<file path="src/rtl/grid_loader_if.sv">
`timescale 1ns/1ps
`default_nettype none
// +-----------------------------------------------------------------------+
// | grid_loader_if : byte-stream handshake into the grid loader           |
// | Rev 1.0                                                               |
// +-----------------------------------------------------------------------+
interface grid_loader_if;
   logic       in_valid;
   logic       in_ready;
   logic [7:0] in_data;
   logic       in_sof;

   modport master (
      output in_valid,
      output in_data,
      output in_sof,
      input  in_ready
   );

   modport slave (
      input  in_valid,
      input  in_data,
      input  in_sof,
      output in_ready
   );
endinterface
`default_nettype wire

</file>
<file path="src/rtl/grid_loader.sv">
`timescale 1ns/1ps
`default_nettype none
// +-----------------------------------------------------------------------+
// | grid_loader : assembles a byte-streamed cell grid in a shadow buffer, |
// | publishes it on o_cells_out and pulses o_overwrite for the cell array.|
// | Optional trailing XOR checksum: define GRID_LOADER_CHECKSUM_EN.       |
// | Rev 1.0                                                               |
// +-----------------------------------------------------------------------+
module grid_loader #(
   parameter int CELLS_X   = 32,
   parameter int CELLS_Y   = 18,
   parameter int PULSE_LEN = 2
) (
   input  wire logic                       clk,
   input  wire logic                       rst_n,
   grid_loader_if.slave                    s_in,
   input  wire logic                       i_err_clr,
   output logic [CELLS_X*CELLS_Y-1:0]      o_cells_out,
   output logic                            o_overwrite,
   output logic                            o_busy,
   output logic                            o_err
);

   localparam int C_BITS  = CELLS_X * CELLS_Y;
   localparam int C_BYTES = C_BITS / 8;
   localparam int C_IW    = $clog2(C_BYTES + 1);
   localparam int C_PW    = $clog2(PULSE_LEN + 1);

   localparam logic [C_IW-1:0] C_LAST_IDX   = C_IW'(C_BYTES - 1);
   localparam logic [C_IW-1:0] C_IDX_ONE    = C_IW'(1);
   localparam logic [C_PW-1:0] C_PULSE_LAST = C_PW'(PULSE_LEN - 1);

`ifdef GRID_LOADER_CHECKSUM_EN
   typedef enum logic [2:0] {
      S_IDLE   = 3'd0,
      S_LOAD   = 3'd1,
      S_CHECK  = 3'd2,
      S_COMMIT = 3'd3,
      S_PULSE  = 3'd4
   } state_t;
   localparam state_t C_AFTER_LAST = S_CHECK;
`else
   typedef enum logic [2:0] {
      S_IDLE   = 3'd0,
      S_LOAD   = 3'd1,
      S_COMMIT = 3'd3,
      S_PULSE  = 3'd4
   } state_t;
   localparam state_t C_AFTER_LAST = S_COMMIT;
`endif

   // A one-byte grid completes on its start-of-frame byte.
   localparam state_t C_FIRST_NEXT = (C_BYTES == 1) ? C_AFTER_LAST : S_LOAD;

   state_t              r_state;
   state_t              w_next;
   logic [C_IW-1:0]     r_idx;
   logic [C_IW-1:0]     w_idx_next;
   logic [C_PW-1:0]     r_pcnt;
   logic [C_PW-1:0]     w_pcnt_next;
   logic [C_BITS-1:0]   r_shadow;
   logic [C_BITS-1:0]   r_cells;
   logic                r_in_ready;
   logic                r_overwrite;
   logic                r_err;
   logic                w_xfer;
   logic                w_store;
   logic [C_IW-1:0]     w_store_idx;
   logic                w_err_evt;
   logic                w_commit;
   logic                w_ready_next;
`ifdef GRID_LOADER_CHECKSUM_EN
   logic [7:0]          r_xor;
   logic [7:0]          w_xor_next;
`endif

   assign w_xfer      = s_in.in_valid & r_in_ready;
   assign s_in.in_ready = r_in_ready;
   assign o_cells_out = r_cells;
   assign o_overwrite = r_overwrite;
   assign o_err       = r_err;
   assign o_busy      = (r_state != S_IDLE) | r_overwrite;

   always_comb begin
      w_next      = r_state;
      w_idx_next  = r_idx;
      w_pcnt_next = r_pcnt;
      w_store     = 1'b0;
      w_store_idx = '0;
      w_err_evt   = 1'b0;
      w_commit    = 1'b0;
`ifdef GRID_LOADER_CHECKSUM_EN
      w_xor_next  = r_xor;
`endif
      case (r_state)
         S_IDLE: begin
            if (w_xfer) begin
               if (s_in.in_sof) begin
                  w_store    = 1'b1;
                  w_idx_next = C_IDX_ONE;
                  w_next     = C_FIRST_NEXT;
`ifdef GRID_LOADER_CHECKSUM_EN
                  w_xor_next = s_in.in_data;
`endif
               end else begin
                  w_err_evt = 1'b1;
               end
            end
         end

         S_LOAD: begin
            if (w_xfer) begin
               w_store = 1'b1;
               if (s_in.in_sof) begin
                  // Restart: the partial frame is abandoned, this byte becomes byte 0.
                  w_err_evt  = 1'b1;
                  w_idx_next = C_IDX_ONE;
                  w_next     = C_FIRST_NEXT;
`ifdef GRID_LOADER_CHECKSUM_EN
                  w_xor_next = s_in.in_data;
`endif
               end else begin
                  w_store_idx = r_idx;
                  w_idx_next  = r_idx + C_IDX_ONE;
`ifdef GRID_LOADER_CHECKSUM_EN
                  w_xor_next  = r_xor ^ s_in.in_data;
`endif
                  if (r_idx == C_LAST_IDX) begin
                     w_next = C_AFTER_LAST;
                  end
               end
            end
         end

`ifdef GRID_LOADER_CHECKSUM_EN
         S_CHECK: begin
            if (w_xfer) begin
               if (s_in.in_sof) begin
                  w_store    = 1'b1;
                  w_err_evt  = 1'b1;
                  w_idx_next = C_IDX_ONE;
                  w_xor_next = s_in.in_data;
                  w_next     = C_FIRST_NEXT;
               end else begin
                  w_idx_next = '0;
                  if (s_in.in_data == r_xor) begin
                     w_next = S_COMMIT;
                  end else begin
                     w_err_evt = 1'b1;
                     w_next    = S_IDLE;
                  end
               end
            end
         end
`endif

         S_COMMIT: begin
            w_commit    = 1'b1;
            w_idx_next  = '0;
            w_pcnt_next = '0;
            w_next      = S_PULSE;
         end

         S_PULSE: begin
            w_pcnt_next = r_pcnt + C_PW'(1);
            if (r_pcnt == C_PULSE_LAST) begin
               w_next = S_IDLE;
            end
         end

         default: begin
            w_next = S_IDLE;
         end
      endcase
   end

`ifdef GRID_LOADER_CHECKSUM_EN
   assign w_ready_next = (w_next == S_IDLE) | (w_next == S_LOAD) | (w_next == S_CHECK);
`else
   assign w_ready_next = (w_next == S_IDLE) | (w_next == S_LOAD);
`endif

   always_ff @(posedge clk or negedge rst_n) begin
      if (!rst_n) begin
         r_state     <= S_IDLE;
         r_idx       <= '0;
         r_pcnt      <= '0;
         r_in_ready  <= 1'b0;
         r_overwrite <= 1'b0;
         r_err       <= 1'b0;
         r_cells     <= '0;
      end else begin
         r_state     <= w_next;
         r_idx       <= w_idx_next;
         r_pcnt      <= w_pcnt_next;
         r_in_ready  <= w_ready_next;
         // Lags the PULSE state by one cycle so o_cells_out settles before the strobe.
         r_overwrite <= (r_state == S_PULSE);
         if (w_commit) begin
            r_cells <= r_shadow;
         end
         if (w_err_evt) begin
            r_err <= 1'b1;
         end else if (i_err_clr) begin
            r_err <= 1'b0;
         end
      end
   end

   always_ff @(posedge clk or negedge rst_n) begin
      if (!rst_n) begin
         r_shadow <= '0;
      end else begin
         for (int b = 0; b < C_BYTES; b++) begin
            if (w_store && (w_store_idx == C_IW'(b))) begin
               r_shadow[8*b +: 8] <= s_in.in_data;
            end
         end
      end
   end

`ifdef GRID_LOADER_CHECKSUM_EN
   always_ff @(posedge clk or negedge rst_n) begin
      if (!rst_n) begin
         r_xor <= '0;
      end else begin
         r_xor <= w_xor_next;
      end
   end
`endif

endmodule
`default_nettype wire

</file>
<file path="src/flat_wrapper.sv">
// flat-port wrapper written by rule: the top's interface ports become plain ports
module grid_loader_flat 
#(
   parameter int CELLS_X   = 32,
   parameter int CELLS_Y   = 18,
   parameter int PULSE_LEN = 2
)
  (clk, rst_n, i_err_clr, o_cells_out, o_overwrite, o_busy, o_err, s_in_in_valid, s_in_in_data, s_in_in_sof, s_in_in_ready);
  grid_loader_if s_in_i ();
  input  wire logic clk;
  input  wire logic rst_n;
  input  wire logic i_err_clr;
  output logic [CELLS_X*CELLS_Y-1:0] o_cells_out;
  output logic o_overwrite;
  output logic o_busy;
  output logic o_err;
  input wire logic [$bits(s_in_i.in_valid)-1:0] s_in_in_valid;
  input wire logic [$bits(s_in_i.in_data)-1:0] s_in_in_data;
  input wire logic [$bits(s_in_i.in_sof)-1:0] s_in_in_sof;
  output wire logic [$bits(s_in_i.in_ready)-1:0] s_in_in_ready;
  assign s_in_i.in_valid = s_in_in_valid;
  assign s_in_i.in_data = s_in_in_data;
  assign s_in_i.in_sof = s_in_in_sof;
  assign s_in_in_ready = s_in_i.in_ready;
  grid_loader #(.CELLS_X(CELLS_X), .CELLS_Y(CELLS_Y), .PULSE_LEN(PULSE_LEN)) u_core (.clk(clk), .rst_n(rst_n), .s_in(s_in_i), .i_err_clr(i_err_clr), .o_cells_out(o_cells_out), .o_overwrite(o_overwrite), .o_busy(o_busy), .o_err(o_err));
endmodule
</file>
<file path="config.mk">
export PLATFORM = sky130hd
export DESIGN_NAME = grid_loader_flat
export DESIGN_NICKNAME = d
export VERILOG_FILES = /design/src/rtl/grid_loader_if.sv /design/src/rtl/grid_loader.sv /design/src/flat_wrapper.sv
export SDC_FILE = /design/constraint.sdc
export NUM_CORES = 2
export LEC_CHECK = 0
export ABC_AREA = 1
export BUFFER_PORTS_ARGS = -buffer_cell sky130_fd_sc_hd__buf_2
export CORE_MARGIN = 2
export CORE_UTILIZATION = 35
export CTS_CLUSTER_SIZE = 20
export DETAILED_ROUTE_END_ITERATION = 6
export GPL_ROUTABILITY_DRIVEN = 0
export GPL_TIMING_DRIVEN = 0
export PLACE_DENSITY_LB_ADDON = 0.2
export SLEW_MARGIN = 0
export SYNTH_ARGS = -nofsm -noshare
export SYNTH_HDL_FRONTEND = slang
export SYNTH_SLANG_ARGS = --single-unit
</file>
<file path="constraint.sdc">
create_clock -name clk -period 3.2 [get_ports clk]
set_input_delay 0.32 -clock clk [delete_from_list [all_inputs] [get_ports clk]]
set_output_delay 0.32 -clock clk [all_outputs]
set_load 0.01 [all_outputs]
</file>
==> out/results.tsv <==
stage	metric	value	unit
yosys	synth_compound_area_frac	0.04093	
yosys	synthAdderAreaFrac	0.0005709	
yosys	synth_xor_area_frac	0.0001998	
global_routing	grt_pass1_vias	34590	
worst_hold_path	hp-class	in2async	
yosys	async_flop_share	1.000	
sta	finalCriticalPeriod	3.013	ns
yosys	synth-edff-count	0	
setup_path	cp-start-kind	register	
drt	postRouteAntennaNets	0	
drt	drt-initial-drc-count	2776	
cells_and_area	synthToLayoutAreaGrowth	22.35	%
floorplan	rows	129	
clock_network	cts_root_buf	clkbuf_16	
power_and_ir_drop	ir_drop	0.4987	mV
sta	tightest_slew	1.354	ns
setup_path	cp.arrival	3.69	ns
cells_and_area	nets	5548	
sta	final.setup.tns	0	ns
yosys	yosys-top-cells-count	nand2_1, dfrtp_1, o21ai_0	
sta	fmax	0.3319	GHz
floorplan	start_util	0.3536	
sta	drv_slew	0	
setup_path	worstPathMaxFanout	10	
yosys	synth_area_leader_cell	dfrtp_1	
placed_design	place.detailed.hpwl	108.7	mm
drt	drt_pass1_iterations	7	
placed_design	io_buffers	592	
global_routing	overflow	0	
global_routing	grt_use_total	0.2398	
yosys	synth_top_family_by_area	simple AND/OR/NAND/NOR gates	
cells_and_area	n_fill_cell	12590	
sta	hold_violations	0	
floorplan	ioPinCount	593	
yosys	syn_area_per_cell	9.143	um2
yosys	yosysMostFrequentCell	nand2_1	
yosys	seq_area_frac_synth	0.6662	
sta	skew	0.02279	ns
drt	num_vias	34750	
power_and_ir_drop	power.density	600.6	nW/um2
yosys	syn_inst	4794	
power_and_ir_drop	p_leak	0.03019	uW
drt	viasPerCell	4.776	
clock_network	postCtsSetupRepairBufs	0	
drt	wirelength	154.1	mm
drt	wl_per_cell	21.19	um
floorplan	core_area	124000	um2
cells_and_area	layoutNonFillerInstCount	7275	
sta	finalSetupViolCount	0	
global_routing	antenna_found_initial	13	
run_status	status	finished clean	
sta	slew_headroom	0.09731	
drt	route.detailed.drc	0	
clock_network	numClockSinks	1167	
setup_path	crit_type	reg2reg	
floorplan	fp.dieH	357.9	um
run	drv_cap	0	
cells_and_area	design_area	53630	um2
yosys	ys_ff_latch	1167	
sta	holdWs	0.1279	ns
global_routing	grt_pass1_wl	226.5	mm
yosys	synth_area	43830	um2
yosys	synthMuxAreaShare	0	
yosys	synth.area.top_cells	dfrtp_1, nand2_1, o21ai_0, nand3_1, clkbuf_1	
yosys	synth_flop_cell	dfrtp_1	
clock_network	tritoncts	yes	
clock_network	cts_buffer_depth	3	
yosys	synth-simple-area-share	0.2631	
yosys	syn_nets	4809	
setup_path	end_kind	register	
yosys	synth_top_area_frac	0.6662	
yosys	yosys_warnings	0	
clock_network	clkLatencyLatePin	0.76	ns
sta	rsz0062_at_grt	yes	
setup_path	cp.required	3.88	ns
floorplan	die_width	357.9	um
placed_design	placed_area	49070	um2
yosys	ys_types	26	
clock_network	cts_made_buffers	132	
sta	fin_crit_sh	0.9415	
placed_design	place_inst	7031	
global_routing	grt_max_degree	169	
clock_network	cts_max_level	4	
cells_and_area	utilization	0.4326	
clock_network	path_clk_slew	0.06	ns
floorplan	dieArea	128100	um2
cells_and_area	drive_above_1_share	0.1611	
==> worst paths after layout <==
kind | slack [ns] | endpoint | from | cells after the start
worst max-delay path | 0.19 | u_core.r_shadow[208]$_DFFE_PN0P_ | u_core.r_state[2]$_DFF_PN0_ | 9
worst min-delay path | 0.13 | u_core.o_cells_out[520]$_DFFE_PN0P_ | rst_n | 2
worst max register to register | 0.19 | u_core.r_shadow[208]$_DFFE_PN0P_ | u_core.r_state[2]$_DFF_PN0_ | 9
worst min register to register | 0.46 | u_core.o_cells_out[78]$_DFFE_PN0P_ | u_core.r_shadow[78]$_DFFE_PN0P_ | 2
max in group asynchronous | 0.50 | u_core.o_cells_out[189]$_DFFE_PN0P_ | rst_n | 5
min in group clk | 0.15 | u_core.r_shadow[26]$_DFFE_PN0P_ | s_in_in_data[2] | 3
==> final cells by class <==
cell class / instances / area [um2] / area share
Tap cell: 1637 / 2048 / 0.03819
Timing Repair Buffer: 605 / 3251 / 0.06061
Antenna cell: 2 / 5.005 / 0.00009332
Multi-Input combinational cell: 3316 / 13380 / 0.2496
Inverter: 27 / 101.3 / 0.001890
Sequential cell: 1167 / 29200 / 0.5446
Buffer: 284 / 1174 / 0.02188
Clock inverter: 42 / 600.6 / 0.01120
Clock buffer: 195 / 3862 / 0.07202
==> registers in the layout (all words and copies together), names as in the netlist <==
name                  count
u_core.o_cells_out      576
u_core.r_shadow         576
u_core.r_idx              7
u_core.r_state            3
u_core.r_pcnt             2
u_core.o_err              1
u_core.o_overwrite        1
u_core.s_in.in_ready      1
==> logic make-up (layout without fill, tap and decap cells) <==
| group | after synthesis | in the layout |
|---|---|---|
| AND/OR/NAND/NOR | 2956 | 2956 |
| flip-flops | 1167 | 1167 |
| AO/OA/AOI/OAI | 357 | 357 |
| buffers and inverters | 311 | 1153 |
| adder cells (fa/ha/maj) | 2 | 2 |
| XOR/XNOR | 1 | 1 |
| other | 0 | 2 |
==> cell usage in the layout, fill, tap and decap left out, types with 5 or more instances in the layout <==
cell type and count:
bufinv_16 9, clkbuf_16 135, o21ai_1 24, buf_4 8, inv_16 5, nand2_1 2639, nor2_1 28, buf_1 14
dfrtp_1 1167, inv_1 25, nor2_2 14, buf_2 648, clkbuf_8 28, nor2_4 5, o21ai_0 328, clkbuf_1 233
nand2_2 10, nand3_1 238, clkinv_2 17, nand4_1 18, buf_16 7, clkbuf_2 5
==> metrics by stage <==
step	power (uW)	setup slack (ns)
2_1_floorplan	16110	1.356
3_3_place_gp	16880	-24.56
3_5_place_dp	16920	-0.3036
5_1_grt	33340	-0.008765
6_report	32210	0.1872
4_1_cts	32520	0.03166
==> per-layer routing <==
metal,part of all wire,up-vias,track usage,wire (um)
met1,0.44,17080,0.3190,67390
li1,-,16510,-,-
met5,0.00075,-,0,116
met3,0.075,221,0.06824,11550
met2,0.46,914,0.3812,71100
met4,0.026,18,0.07121,3986
==> power by group <==
part | internal (uW) | switching, uW
registers | 15200 | 263
logic | 269 | 934
clock network | 9180 | 6400
==> what timing repair did <==
item / CTS / global route
endpoints found under the hold margin: 95 / 0
setup endpoints to repair: 33 / 108
resized for setup: 5 / 3
hold buffers: 4 / 0
gates cloned: 0 / 1
==> critical path, stage by stage, from the launching register on <==
cell and delay [ns]:
dfrtp_1 0.40, inv_2 0.10, nand2_2 0.11, nor2_4 0.14, buf_2 0.25, nand3_2 0.27, nor2_2 0.85, buf_2 0.55
nand3_1 0.14, nand2_1 0.12
(Power assumes the default switching activity.)
